==> src/rtl/fetch_pkg.sv <==
// Shared types for the instruction fetch stage: FSM states, bubble word,
// and the IF/ID pipeline register bundle.
package fetch_pkg;

    typedef enum logic [1:0] {
        IDLE   = 2'd0,
        FETCH  = 2'd1,
        HOLD   = 2'd2,
        SQUASH = 2'd3
    } fetch_state_e;

    localparam logic [31:0] NOP_INSTR = 32'h0000_0013;

    typedef struct packed {
        logic [31:0] pc;
        logic [31:0] pc4;
        logic [31:0] instr;
        logic        valid;
    } if_id_t;

endpackage

==> src/rtl/if_id_reg.sv <==
// IF/ID pipeline register. Bubble takes precedence over load; neither holds.
module if_id_reg #(
    parameter logic [31:0] NOP_INSTR = fetch_pkg::NOP_INSTR
) (
    input  logic             clk_i,
    input  logic             rst_i,
    input  logic             load,
    input  logic             bubble,
    input  fetch_pkg::if_id_t d,
    output fetch_pkg::if_id_t q
);

    import fetch_pkg::*;

    always_ff @(posedge clk_i or posedge rst_i) begin
        if (rst_i) begin
            q.pc    <= 32'h0000_0000;
            q.pc4   <= 32'h0000_0000;
            q.instr <= NOP_INSTR;
            q.valid <= 1'b0;
        end else if (bubble) begin
            q.instr <= NOP_INSTR;
            q.valid <= 1'b0;
        end else if (load) begin
            q <= d;
        end
    end

endmodule

==> src/rtl/fetch_stage.sv <==
// IF stage: PC register, imem req/ack fetch FSM and IF/ID register control.
//
// state  | meaning
// IDLE   | one quiet cycle after reset, no request
// FETCH  | request at pc_q; ack loads IF/ID (or the buffer when stalled)
// HOLD   | word accepted during stall, parked in buffer until stall drops
// SQUASH | redirect hit an outstanding request; wait for its ack, discard it
module fetch_stage #(
    parameter logic [31:0] RESET_PC  = 32'h0000_0000,
    parameter logic [31:0] NOP_INSTR = 32'h0000_0013
) (
    input  logic        clk_i,
    input  logic        rst_i,
    input  logic        stall_i,
    input  logic        redirect_i,
    input  logic [31:0] redirect_pc_i,
    output logic        imem_req_o,
    output logic [31:0] imem_addr_o,
    input  logic        imem_ack_i,
    input  logic [31:0] imem_rdata_i,
    output logic [31:0] if_id_pc_o,
    output logic [31:0] if_id_pc4_o,
    output logic [31:0] if_id_instr_o,
    output logic        if_id_valid_o
);

    import fetch_pkg::*;

    fetch_state_e state_q, state_d;
    logic [31:0]  pc_q, pc_d;
    logic [31:0]  squash_addr_q, squash_addr_d;
    logic [31:0]  buf_pc_q, buf_pc_d;
    logic [31:0]  buf_instr_q, buf_instr_d;
    logic         load, bubble;
    if_id_t       load_data, if_id_q;
    logic [31:0]  redirect_tgt;
    logic [31:0]  pc_plus4;
    logic         unused_low_bits;

    assign redirect_tgt    = {redirect_pc_i[31:2], 2'b00};
    assign pc_plus4        = pc_q + 32'd4;
    assign unused_low_bits = &{1'b0, redirect_pc_i[1:0]};

    always_ff @(posedge clk_i or posedge rst_i) begin
        if (rst_i) begin
            state_q       <= IDLE;
            pc_q          <= {RESET_PC[31:2], 2'b00};
            squash_addr_q <= 32'h0000_0000;
            buf_pc_q      <= 32'h0000_0000;
            buf_instr_q   <= 32'h0000_0000;
        end else begin
            state_q       <= state_d;
            pc_q          <= pc_d;
            squash_addr_q <= squash_addr_d;
            buf_pc_q      <= buf_pc_d;
            buf_instr_q   <= buf_instr_d;
        end
    end

    always_comb begin
        state_d       = state_q;
        pc_d          = pc_q;
        squash_addr_d = squash_addr_q;
        buf_pc_d      = buf_pc_q;
        buf_instr_d   = buf_instr_q;
        load          = 1'b0;
        bubble        = 1'b0;
        load_data     = '0;

        unique case (state_q)
            IDLE: begin
                state_d = FETCH;
                if (redirect_i) begin
                    bubble = 1'b1;
                    pc_d   = redirect_tgt;
                end
            end
            FETCH: begin
                if (redirect_i) begin
                    bubble = 1'b1;
                    pc_d   = redirect_tgt;
                    if (!imem_ack_i) begin
                        squash_addr_d = pc_q;
                        state_d       = SQUASH;
                    end
                end else if (imem_ack_i) begin
                    pc_d = pc_plus4;
                    if (stall_i) begin
                        buf_pc_d    = pc_q;
                        buf_instr_d = imem_rdata_i;
                        state_d     = HOLD;
                    end else begin
                        load      = 1'b1;
                        load_data = '{pc: pc_q, pc4: pc_plus4, instr: imem_rdata_i, valid: 1'b1};
                    end
                end else if (!stall_i) begin
                    bubble = 1'b1;
                end
            end
            HOLD: begin
                if (redirect_i) begin
                    bubble  = 1'b1;
                    pc_d    = redirect_tgt;
                    state_d = FETCH;
                end else if (!stall_i) begin
                    load      = 1'b1;
                    load_data = '{pc: buf_pc_q, pc4: buf_pc_q + 32'd4, instr: buf_instr_q, valid: 1'b1};
                    state_d   = FETCH;
                end
            end
            SQUASH: begin
                // The old address stays on the bus; only the redirect target moves.
                if (redirect_i) begin
                    bubble = 1'b1;
                    pc_d   = redirect_tgt;
                end else if (!stall_i) begin
                    bubble = 1'b1;
                end
                if (imem_ack_i) begin
                    state_d = FETCH;
                end
            end
            default: state_d = IDLE;
        endcase
    end

    assign imem_req_o  = (state_q == FETCH) || (state_q == SQUASH);
    assign imem_addr_o = (state_q == SQUASH) ? squash_addr_q : pc_q;

    if_id_reg #(.NOP_INSTR(NOP_INSTR)) u_if_id (
        .clk_i  (clk_i),
        .rst_i  (rst_i),
        .load   (load),
        .bubble (bubble),
        .d      (load_data),
        .q      (if_id_q)
    );

    assign if_id_pc_o    = if_id_q.pc;
    assign if_id_pc4_o   = if_id_q.pc4;
    assign if_id_instr_o = if_id_q.instr;
    assign if_id_valid_o = if_id_q.valid;

endmodule

==> config.mk <==
export PLATFORM = sky130hd
export DESIGN_NAME = fetch_stage
export DESIGN_NICKNAME = d
export VERILOG_FILES = /design/src/rtl/fetch_pkg.sv /design/src/rtl/if_id_reg.sv /design/src/rtl/fetch_stage.sv
export SDC_FILE = /design/constraint.sdc
export NUM_CORES = 1
export LEC_CHECK = 0
export CAP_MARGIN = 25
export CORE_ASPECT_RATIO = 0.9
export CORE_MARGIN = 2
export CORE_UTILIZATION = 40
export DETAILED_ROUTE_END_ITERATION = 7
export GPL_TIMING_DRIVEN = 0
export HOLD_SLACK_MARGIN = 0.1
export PLACE_DENSITY_LB_ADDON = 0.12
export SYNTH_ARGS = -nofsm -noshare
export SYNTH_HDL_FRONTEND = slang
export SYNTH_SLANG_ARGS = --single-unit
==> constraint.sdc <==
create_clock -name clk_i -period 7.3 [get_ports clk_i]
set_clock_uncertainty 0.05 [all_clocks]
set_input_delay 1.46 -clock clk_i [delete_from_list [all_inputs] [get_ports clk_i]]
set_output_delay 1.46 -clock clk_i [all_outputs]
set_load 0.005 [all_outputs]
==> metrics.md <==
| Metric | Value |
|---|---|
| Flop pwr share | 0.407 |
| Final-report setup violation count | 0 |
| Clock buffer depth | 3 |
| Clock Latency Late Sink | 0.52 ns |
| Seq/Total Area, Yosys | 0.5030 |
| Synth warn | 0 |
| CTS Hold Bufs | 0 |
| Reg2Reg Capture Point | buf_pc_q[7] |
| Slew margin rel. | 0.3241 |
| Combinational share of power | 0.325 |
| Antenna violations before repair | 0 |
| Post-DRT Antenna Nets | 0 |
| Number of flops mapped to enable cells by yosys | 0 |
| Post-Syn Area | 0.01085 mm2 |
| Cell variety after synth | 52 |
| Max-Cap Viols | 0 |
| Final WL | 32.62 mm |
| Cell count after synthesis | 1,029 |
| Full die area | 0.02847 mm2 |
| DRT Pass-1 Iters | 5 |
| Finished Cell Area | 0.01414 mm2 |
| Total CTS buffers | 25 |
| #FFs+latches synth | 218 |
| Total gr overflow | 0 |
| Starting DRT DRC Count | 699 |
| # DRC | 0 |
| Core Region | 0.02682 mm2 |
| Yosys top cell by area | dfrtp_1 |
| Clock Power Share | 0.268 |
| Critical path type | register to output port |
| Post-synthesis async set-or-reset flop share | 1.000 |
| Hold Startpoint | u_if_id.q[2] |
| Slowest CP cell | clkbuf_1 |
| Post-CTS sizing | 0 |
| Critical Path RT | 5.79 ns |
| CTS tree | yes |
| CP endpoint kind | output port |
| Vias/cell | 5.372 |
| Hpwl dp | 23.64 mm |
| Die H | 160.3 um |
| Clk root buf | clkbuf_16 |
| Final Hold Fails | 0 |
| Hold Path Sink | u_if_id.q[2] |
| Die width | 177.6 um |
| R2r setup slk | 4.10 ns |
| Via count | 8,729 |
| Final min period | 4.543 ns |
| Row cnt | 57 |
| Post-DP Area | 0.01335 mm2 |
| Sw frac | 0.3124 |
| Setup crit start kind | register |
| First-pass GRT wire length | 50.42 mm |
| Crit Path Max Fanout | 10 |
| I/O Pins | 199 |
| Layout cells sized above 1 | 0.1598 |
| Syn_area_per_cell | 10.55 um2 |
| Leading cell types in the layout, fill and taps excluded | dfrtp_1, clkdlybuf4s50_1, nand2_1 |
| RR Startpoint | state_q[1] |
| Largest stage delay, worst path | 0.65 ns |
| Clock Pin Slew Worst Setup and Hold Paths | 0.06 ns |
| Initial Util | 0.4047 |
| Hold Path Cell Cnt | 2 |
| Unrepaired setup endpoints after global routing | no |
| Setup tns final | 0 ns |
| Layout fillers | 2,494 |
| Total GRT Usage | 0.2281 |
| Worst-Margin Slew | 1.011 ns |
| Vias in the first global route | 8,562 |
| Final worst-path cycle share | 0.6223 |
| Post-CTS Setup Bufs | 0 |
| FF-to-FF path depth | 7 |
| Commonest non-fill, non-tap cell in the layout | dfrtp_1 |
| Synthesis-to-finish area growth | 30.27% |
| Top cell type's share of synthesized area | 0.4957 |
| Critical path arrival | 3.03 ns |
| H-Tree Depth | 1 |
| Max-slew violation count | 0 |
| Largest net degree at the start of global routing | 40 |
| Outcome | finished clean |
| Post-synth top flop | dfrtp_1 |
| # port buffers | 192 |
| Pwr Density | 323.0 mW/mm2 |
| P_sw | 1427 uW |
| Worst Hold Class | register to register |
| Cell-internal power | 3140 uW |
| Fmax | 220.1 MHz |
| Pleak | 0.005622 uW |
| CTS Sinks | 218 |
| Peak supply drop | 0.1707 mV |
| Worst-path cell chain | ha_1 > clkbuf_1 > clkbuf_1 > mux2_2 > clkdlybuf4s50_1 |
| WL/cell | 20.07 um |
| Critical Path Most Common Cell | clkbuf_1 |
| # nets final | 1,330 |
| Area contributors post-synth | dfrtp_1, mux2_2, a22oi_1, o21ai_0, nand2_1 |
| Routability cong. | 0.8796 |
## per-stage QoR
| stage | instances | util | total power, uW | hold slack [ns] | setup slack, ns |
|---|---|---|---|---|---|
| 2_1_floorplan | 1030 | - | 2642 | 0.4002 | 2.952 |
| 3_3_place_gp | 1576 | 0.4932 | 3320 | 0.4102 | 1.071 |
| 4_1_cts | 1624 | 0.5272 | 4593 | 0.4188 | 2.752 |
| 6_report | 1625 | 0.5272 | 4567 | 0.4194 | 2.757 |
| 5_1_grt | 1624 | 0.5272 | 4822 | 0.4445 | 2.639 |
| 3_5_place_dp | 1582 | 0.4977 | 3361 | 0.4098 | 2.815 |
## sequential cells by signal, indices dropped and copies added, names as in the netlist
register	count
squash_addr_q	30
u_if_id.q	94
buf_pc_q	30
buf_instr_q	32
pc_q	30
state_q	2
## final cells by class
cell class                      count  area, um2  area share
Clock buffer                       37      740.7     0.05239
Sequential cell                   218       5459      0.3861
Clock inverter                      5      50.05    0.003540
Antenna cell                        1      2.502   0.0001770
Buffer                             97      442.9     0.03133
Multi-Input combinational cell    703       4910      0.3473
Inverter                           12      48.80    0.003451
Tap cell                          354      442.9     0.03133
Timing Repair Buffer              198       2042      0.1444
## how the worst max path moves through the flow
stage / cells after the start / to / start
final: 5 / imem_addr_o[28] / state_q[1]
after global routing: 6 / imem_addr_o[16] / state_q[1]
after CTS: 5 / imem_addr_o[28] / state_q[1]
after detailed placement: 7 / u_if_id.q[24] / imem_ack_i
after global placement: 2 / squash_addr_q[27] / rst_i
after floorplan: 1 / buf_instr_q[0] / rst_i
## cells by family (layout without fill, tap and decap cells)
family                     count (synthesis)  in the layout  share of synthesized area
DFF                                      218            218                     0.5030
adders and majority gates                  6              6                   0.006917
buffers and inverters                    109            349                    0.04496
muxes                                    132            132                     0.1362
other                                      1              3                  0.0003455
xor gates and xnor gates                  77             77                    0.06214
AOI/OAI and AO/OA                        206            206                     0.1226
and+or+nand+nor                          280            280                     0.1239
## cells in the mapped netlist (3+ instances only)
cell / n
nor2_1: 36
dfstp_2: 3
nand3_1: 29
or3_1: 5
nand2_1: 128
clkbuf_1: 70
dfrtp_1: 215
buf_4: 12
xnor2_1: 51
a221oi_1: 8
nor4_1: 9
buf_2: 3
o21ai_0: 96
buf_6: 4
and2_1: 5
inv_1: 11
nand2b_1: 3
o221ai_1: 7
a22oi_1: 68
nor3_1: 22
buf_1: 8
nand4_1: 19
mux2i_1: 7
and3_1: 6
nor4_2: 3
mux2_2: 125
ha_1: 6
a221o_1: 7
xor2_1: 26
a21oi_1: 8
## per-layer routing
metal  track usage  part of all wire
met1        0.3410              0.47
met2        0.3436              0.44
met5             0                 0
met3       0.04405             0.076
met4       0.04694             0.018
## worst max-delay path: cells and delay by family, from the launching register on
family	cells	cell delay (ns)
fa+ha+maj	1	0.16
buf+inv	3	1.54
mux	1	0.41
flops	1	0.40
## power groups by stage
| stage | registers, uW | logic, uW | clock network (uW) |
|---|---|---|---|
| after floorplan | 1800 | 842 | 0 |
| after CTS | 1860 | 1490 | 1240 |
| after detailed placement | 1880 | 1490 | 0 |
| after global routing | 1910 | 1620 | 1300 |
| final | 1860 | 1480 | 1220 |
| after global placement | 1860 | 1460 | 0 |
(Power assumes the default switching activity.)
